[config.mk]
export PLATFORM = sky130hd
export DESIGN_NAME = conv1_window_sched
export DESIGN_NICKNAME = d
export VERILOG_FILES = /design/src/rtl/conv1_window_sched.sv
export SDC_FILE = /design/constraint.sdc
export NUM_CORES = 2
export LEC_CHECK = 0
export CAP_MARGIN = 0
export CORE_AREA = 2 2 389 391
export CTS_CLUSTER_DIAMETER = 150
export CTS_CLUSTER_SIZE = 20
export DETAILED_ROUTE_END_ITERATION = 7
export DIE_AREA = 0 0 391 393
export GPL_TIMING_DRIVEN = 1
export PLACE_DENSITY_LB_ADDON = 0.2
export SLEW_MARGIN = 0
export SYNTH_ARGS = -nofsm -noshare
export SYNTH_HDL_FRONTEND = slang
export SYNTH_SLANG_ARGS = --single-unit
[constraint.sdc]
create_clock -name clk -period 16.7 [get_ports clk]
set_input_delay 5.01 -clock clk [delete_from_list [all_inputs] [get_ports clk]]
set_output_delay 5.01 -clock clk [all_outputs]
set_load 0.01 [all_outputs]
[src/rtl/conv1_window_sched.sv]
// Frame scheduler for conv1: buffers two rows, builds 3x3 windows, issues them on credit, queues results.
// Optional CONV1_SCHED_PERF_EN adds the perf_in_stall / perf_out_stall counters.
module conv1_window_sched #(
    parameter int IMG_W      = 32,
    parameter int IMG_H      = 32,
    parameter int PIX_W      = 24,
    parameter int OUT_W      = 64,
    parameter int FIFO_DEPTH = 4
) (
    input  logic             clk,
    input  logic             rst,
    input  logic             start,
    output logic             busy,
    output logic             frame_done,
    input  logic             in_valid,
    input  logic [PIX_W-1:0] in_data,
    output logic             in_ready,
    output logic             conv_valid,
    output logic [215:0]     conv_act,
    input  logic             conv_ready,
    input  logic [OUT_W-1:0] conv_result,
    output logic             out_valid,
    output logic [OUT_W-1:0] out_data,
    input  logic             out_ready,
    output logic             err_unexp
`ifdef CONV1_SCHED_PERF_EN
    ,
    output logic [31:0]      perf_in_stall,
    output logic [31:0]      perf_out_stall
`endif
);
    // state | meaning
    // IDLE  | waiting for start
    // LOAD  | accepting the frame's pixels, issuing windows
    // DRAIN | all pixels in; waiting for issue, conv1 and FIFO to empty
    // DONE  | one-cycle frame_done pulse
    typedef enum logic [1:0] {S_IDLE, S_LOAD, S_DRAIN, S_DONE} state_t;

    localparam int XW = (IMG_W > 1) ? $clog2(IMG_W) : 1;
    localparam int YW = (IMG_H > 1) ? $clog2(IMG_H) : 1;
    localparam int PW = (FIFO_DEPTH > 1) ? $clog2(FIFO_DEPTH) : 1;
    localparam int CW = PW + 1;
    localparam logic [XW-1:0] X_LAST = XW'(IMG_W - 1);
    localparam logic [YW-1:0] Y_LAST = YW'(IMG_H - 1);

    state_t              state;
    logic [XW-1:0]       x;
    logic [YW-1:0]       y;
    logic [PIX_W-1:0]    row_a [IMG_W];
    logic [PIX_W-1:0]    row_b [IMG_W];
    logic [PIX_W-1:0]    win [3][3];
    logic [OUT_W-1:0]    fifo_mem [FIFO_DEPTH];
    logic [PW-1:0]       wr_ptr, rd_ptr;
    logic [CW-1:0]       fifo_count, inflight;
    logic [CW+1:0]       credit_sum;
    logic                accept, capture, pop;

    // conv_valid doubles as the single-entry issue-pending flag
    assign credit_sum = {2'b00, fifo_count} + {2'b00, inflight} + (CW+2)'(conv_valid);
    assign in_ready   = (state == S_LOAD) && (credit_sum < (CW+2)'(FIFO_DEPTH));
    assign accept     = in_valid && in_ready;
    assign capture    = conv_ready && (inflight != '0);
    assign out_valid  = (fifo_count != '0);
    assign pop        = out_valid && out_ready;
    assign out_data   = fifo_mem[rd_ptr];

    always_ff @(posedge clk) begin
        if (rst) begin
            state      <= S_IDLE;
            busy       <= 1'b0;
            frame_done <= 1'b0;
            x          <= '0;
            y          <= '0;
        end else begin
            frame_done <= 1'b0;
            case (state)
                S_IDLE: if (start) begin
                    state <= S_LOAD;
                    busy  <= 1'b1;
                    x     <= '0;
                    y     <= '0;
                end
                S_LOAD: if (accept) begin
                    if (x == X_LAST) begin
                        x <= '0;
                        if (y == Y_LAST) state <= S_DRAIN;
                        else             y     <= y + YW'(1);
                    end else begin
                        x <= x + XW'(1);
                    end
                end
                S_DRAIN: if (!conv_valid && inflight == '0 && fifo_count == '0) begin
                    state      <= S_DONE;
                    busy       <= 1'b0;
                    frame_done <= 1'b1;
                end
                default: state <= S_IDLE;
            endcase
        end
    end

    // row_a holds row y-2, row_b row y-1; the new column enters the window at kx=2
    always_ff @(posedge clk) begin
        if (rst) begin
            conv_valid <= 1'b0;
            for (int i = 0; i < IMG_W; i++) begin
                row_a[i] <= '0;
                row_b[i] <= '0;
            end
            for (int r = 0; r < 3; r++)
                for (int c = 0; c < 3; c++)
                    win[r][c] <= '0;
        end else begin
            conv_valid <= accept && (x >= XW'(2)) && (y >= YW'(2));
            if (accept) begin
                for (int r = 0; r < 3; r++) begin
                    win[r][0] <= win[r][1];
                    win[r][1] <= win[r][2];
                end
                win[0][2] <= row_a[x];
                win[1][2] <= row_b[x];
                win[2][2] <= in_data;
                row_a[x]  <= row_b[x];
                row_b[x]  <= in_data;
            end
        end
    end

    always_comb begin
        conv_act = '0;
        for (int c = 0; c < 3; c++)
            for (int ky = 0; ky < 3; ky++)
                for (int kx = 0; kx < 3; kx++)
                    conv_act[72*c + 8*(3*ky + kx) +: 8] = win[ky][kx][8*c +: 8];
    end

    always_ff @(posedge clk) begin
        if (rst) begin
            inflight   <= '0;
            err_unexp  <= 1'b0;
            wr_ptr     <= '0;
            rd_ptr     <= '0;
            fifo_count <= '0;
            for (int i = 0; i < FIFO_DEPTH; i++) fifo_mem[i] <= '0;
        end else begin
            if (conv_valid && !capture)      inflight <= inflight + CW'(1);
            else if (!conv_valid && capture) inflight <= inflight - CW'(1);
            if (conv_ready && inflight == '0) err_unexp <= 1'b1;
            if (capture) begin
                fifo_mem[wr_ptr] <= conv_result;
                wr_ptr           <= wr_ptr + PW'(1);
            end
            if (pop) rd_ptr <= rd_ptr + PW'(1);
            if (capture && !pop)      fifo_count <= fifo_count + CW'(1);
            else if (!capture && pop) fifo_count <= fifo_count - CW'(1);
        end
    end

`ifdef CONV1_SCHED_PERF_EN
    always_ff @(posedge clk) begin
        if (rst || (state == S_IDLE && start)) begin
            perf_in_stall  <= '0;
            perf_out_stall <= '0;
        end else begin
            if (state == S_LOAD && in_valid && !in_ready && perf_in_stall != '1)
                perf_in_stall <= perf_in_stall + 32'd1;
            if (out_valid && !out_ready && perf_out_stall != '1)
                perf_out_stall <= perf_out_stall + 32'd1;
        end
    end
`endif

endmodule
Yosys cells after proc, flatten, opt, wreduce, memory -nomap -nowiden
Memory sizes are Yosys's and may differ from the RTL's. A register that Yosys moved wholly into a read port is not among the register bits.
Cells that the tools add are included.
- bits in writable memories: 2008
- bits in registers: 26
- output and inout port bits: 286
- bits of input ports: 94
- memories: 4
- memories (memory ; words ; width ; rd ports ; clocked after Yosys merged registers in ; wr ports ; line ; RTL):
    row_a ; 32 ; 24 ; 1 ; 1 ; 32 ; 49 ; logic [PIX_W-1:0] row_a [IMG_W];
    row_b ; 32 ; 24 ; 1 ; 1 ; 32 ; 50 ; logic [PIX_W-1:0] row_b [IMG_W];
    fifo_mem ; 4 ; 64 ; 1 ; 1 ; 4 ; 52 ; logic [OUT_W-1:0] fifo_mem [FIFO_DEPTH];
    win ; 3 ; 72 ; 3 ; 0 ; 3 ; 51 ; logic [PIX_W-1:0] win [3][3];
- add/sub/neg operators: 10
- reduce and logical (&&, ||, !) cells: 33
- bitwise gates (word level): 10
- muxes and demuxes: 54
- eq/ne operators: 10
- order comparisons: 3
- operators with widths (kind ; number):
    24-bit 2-to-1 mux ; 11
    64-bit 2-to-1 mux ; 1
    64-bit OR reduction ; 1
    5-bit 2-to-1 mux ; 12
    24-bit OR reduction ; 2
    5-bit one-hot mux with 2 select lines ; 2
    2-bit 2-to-1 mux ; 8
    1-bit 2-to-1 mux ; 14
    1-bit logical AND ; 13
    3-bit 2-to-1 mux ; 4
    5-bit by 1-bit adder with 5-bit output, second input constant ; 2
    5-bit equality test, second input constant ; 2
    5-bit by 2-bit >= comparator with 1-bit output, second input constant ; 2
    5-bit AND reduction ; 2
    1-bit bitwise OR ; 9
    2-bit != test, second input constant ; 4
    2-bit nonzero test ; 4
    3-bit by 1-bit adder with 3-bit output, second input constant ; 2
    3-bit zero test ; 2
    2-bit one-hot mux with 3 select lines ; 1
    3-bit AND reduction ; 2
    3-bit nonzero test ; 2
    3-bit by 1-bit subtractor with 3-bit output, second input constant ; 2
    4-bit by 1-bit adder with 5-bit output ; 1
    11 further kinds ; 15

Depth between registers and ports, before layout
- depth after elaboration: 10
- mapped depth: 12
- gate-level depth less buffers: 9

Worst setup path after synthesis
OpenSTA, ideal clock, no wires.
- path type: input -> register
- from: input port rst
- to: memory win[0][0] (netlist bit), enable pin
- data required time: 16.124 ns
- slack: 6.050 ns
- stages on the path: 4
- arrival: 10.074 ns
- setup time: 0.576 ns
- buffers on the path: 3
- cells stage by stage: clkbuf_1 > clkbuf_1 > clkbuf_1 > a21o_1
- RTL lines (element ; line ; RTL):
    start: declaration ; 11 ; input logic rst,
    end: declaration ; 51 ;

==> flow_metrics.py <==
metrics = {
    "run_status": {
        "status": "complete, no violations",
    },
    "setup_path": {
        "endpoint_kind": "register",
        "crit_type": "in -> reg",
        "crit_path_max_fanout": 70,
        "worstPathCellList": "buf_2 -> buf_4 -> and3b_1 -> nand2_1 -> nor3_4 -> buf_4 -> nand2_1 -> nand2b_2 -> buf_4",
        "max_stage_delay_ns": 0.82,
        "cp.arrival_ns": 9.49,
        "cp_slowest_cell": "nor3_4",
        "crit_family": "simple AND/OR/NAND/NOR gates",
        "crit_path_start_kind": "primary input",
        "cp.required_ns": 17.13,
        "crit_top_cell": "buf_4",
        "worst-path-buf-inv": 4,
    },
    "power_and_ir_drop": {
        "p_sw_mw": 2.389,
        "switching_share_pct": 24.22,
        "power_density_nw_per_um2": 102.1,
        "clockPowerShare_pct": 28.6,
        "vdd_drop_max_uv": 99.44,
        "p_total_mw": 9.864,
        "p_seq_share_pct": 60.8,
        "p_comb_share_pct": 10.6,
        "p_int_mw": 7.475,
        "p_leak_nw": 33.78,
    },
    "finish": {
        "mostFrequentLayoutCells": "edfxtp_1 (2008), nor2_1 (957), and3_1 (628), mux2i_1 (517), and2_1 (376)",
        "final_common_cell": "edfxtp_1",
        "final_cells": 8194,
        "area_growth_pct": 8.507,
        "nNetsFinal": 6323,
        "design_area_um2": 96570,
        "drive_gt1_share_pct": 9.397,
        "fin_util_pct": 64.71,
    },
    "floorplan": {
        "start_util_pct": 59.63,
        "fp.dieW_um": 391,
        "core_um2": 149200,
        "fp.dieArea_um2": 153700,
        "io_pins": 380,
        "die_h_um": 393,
        "core.rowCount": 142,
    },
    "detailed_routing": {
        "first_pass_iters": 5,
        "drcViolationCount": 0,
        "vias": 52550,
        "routed_via_density": 6.413,
        "antenna_left": 0,
        "wl_mm": 230.0,
        "wl_per_cell_um": 28.07,
        "drtIter0Drc": 6999,
    },
    "global_routing": {
        "top_usage_layer": "met2",
        "grt_pass1_vias": 50870,
        "grt_util_met1_pct": 40.74,
        "grt_pass1_wl_mm": 334.2,
        "grt_util_met2_pct": 47.70,
        "grt_max_degree": 125,
        "grt_usage_pct": 29.59,
        "globalRouteMet3Util_pct": 3.881,
        "antenna_found_initial": 2,
        "grt_overflow_total": 0,
    },
    "place": {
        "gp_congestion": 0.8965,
        "place_inst": 8040,
        "port_buffers": 379,
        "postPlaceCellArea_um2": 93530,
        "dp_slack_ns": 6.959,
        "hpwl_mm": 135.7,
    },
    "min_path": {
        "hold_class": "reg -> reg",
    },
    "timing": {
        "fin_crit_sh_pct": 54.27,
        "fin_setup_tns_ns": 0,
        "rsz0062_at_grt": "false",
        "clock_skew_ns": 0.06946,
        "worstMarginPinSlew_ns": 1.231,
        "finalWorstSetupSlack_ns": 7.636,
        "post-route-min-period_ns": 9.064,
        "setup-violations-final": 0,
        "max-slew-margin-rel_pct": 17.72,
        "whs_ns": 0.4983,
        "max_freq_ghz": 0.1103,
        "hold_violations": 0,
        "slew_viol_final": 0,
    },
    "job": {
        "cap_violations": 0,
    },
    "synthesis": {
        "synthTopCellsByArea": "edfxtp_1 (68%), mux2i_1 (5.8%), mux4_2 (5.3%)",
        "syn_nets": 6334,
        "syn_area_um2": 89000,
        "synth-main-ff-cell": "edfxtp_1",
        "synth-edff-count": 2008,
        "syn_inst": 6221,
        "synth_top_area_share_pct": 67.75,
        "ys_seq_elements": 2041,
        "synthArstFlopShare_pct": 0,
        "yosys.area.top_type": "edfxtp_1",
        "synth-warning-count": 0,
        "synth.avg_cell_area_um2": 14.31,
        "ys_seq_area_share_pct": 68.49,
        "synth_cell_types": 52,
    },
    "cts": {
        "cts.sinks": 2041,
        "numCtsBuffers": 112,
        "cts_hold_buf": 0,
        "clk_path_buf_depth": 3,
        "clock_latency_ns": 0.78,
        "cts.root.buffer_cell": "clkbuf_16",
        "cts_resized": 0,
        "cts_max_level": 3,
        "cts_tree": "yes",
        "clk_pin_slew_worst_paths_ns": 0.09,
        "post-cts-setup-buffer-count": 0,
    },
}
tightest hold or removal path, cell delays in order, from the launching register on:
cell,delay (ns)
dfxtp_1,0.34
a21oi_1,0.05
nor2_1,0.08
layout make-up:
| type | count | area [um2] |
|---|---|---|
| diodes | 3 | 7.507 |
| clock buffers | 145 | 2927 |
| clock inverters | 6 | 100.1 |
| fillers | 10640 | 52670 |
| inverters | 77 | 289.0 |
| multi-input cells | 3469 | 25150 |
| flip-flops and latches | 2041 | 60980 |
| well taps | 1944 | 2432 |
| repair buffers | 509 | 4687 |
path summary, 6_finish.rpt:
kind                                start       endpoint  slack [ns]  cells past startpoint
worst min-delay path            err_unexp      err_unexp        0.50                      2
worst max-delay path                  rst  row_b[14][10]        7.64                      9
worst min register to register  err_unexp      err_unexp        0.50                      2
worst max register to register   register     win[0][85]       11.00                      9
synth_stat cells, types with 17 or more instances:
cell type,number
clkbuf_1,437
buf_4,38
o211a_1,17
mux4_2,208
and3_1,630
mux2i_1,517
nand2b_1,37
inv_1,77
edfxtp_1,2008
nor2b_1,20
dfxtp_1,33
mux2_2,25
a211oi_1,17
nand3_1,19
nand4_1,18
nand2_1,154
buf_2,122
or4_1,24
a22oi_1,221
and2_1,378
ha_1,17
nor2_1,960
a21oi_1,116
routing by layer:
layer | vias to the layer above | share of wire (%)
met1 | 26580 | 38
met2 | 2747 | 48
met5 | - | 0
li1 | 22790 | -
met3 | 431 | 8.9
met4 | 0 | 4.7
sequential cells by signal, summed over array words and instances, names as in the netlist, named ones only:
name and flops:
inflight 3, err_unexp 1, busy 1, wr_ptr 2, y 5, state 2, rd_ptr 2, fifo_mem 256
win 216, frame_done 1, conv_valid 1, row_b 768, x 5, row_a 768, fifo_count 3
power groups by stage:
stage	Combinational, mW	Clock [mW]	Sequential [mW]
detailed placement	1.04	0	6.12
global route	1.09	3.01	6.02
finish	1.05	2.82	6.00
floorplan	0.509	0	6.14
global placement	1.02	0	6.10
CTS	1.04	2.84	6.00
cells by family after synthesis:
family                   Yosys count  synth area share [%]
AO/OA/AOI/OAI                    422                 3.397
XOR/XNOR                           9               0.08858
adder cells (fa/ha/maj)           19                0.2840
buffers and inverters            711                 3.508
flip-flops                      2041                 68.49
multiplexers                     750                 11.39
AND/OR/NAND/NOR                 2269                 12.83
Note: power is estimated with default switching activity, not from simulation.
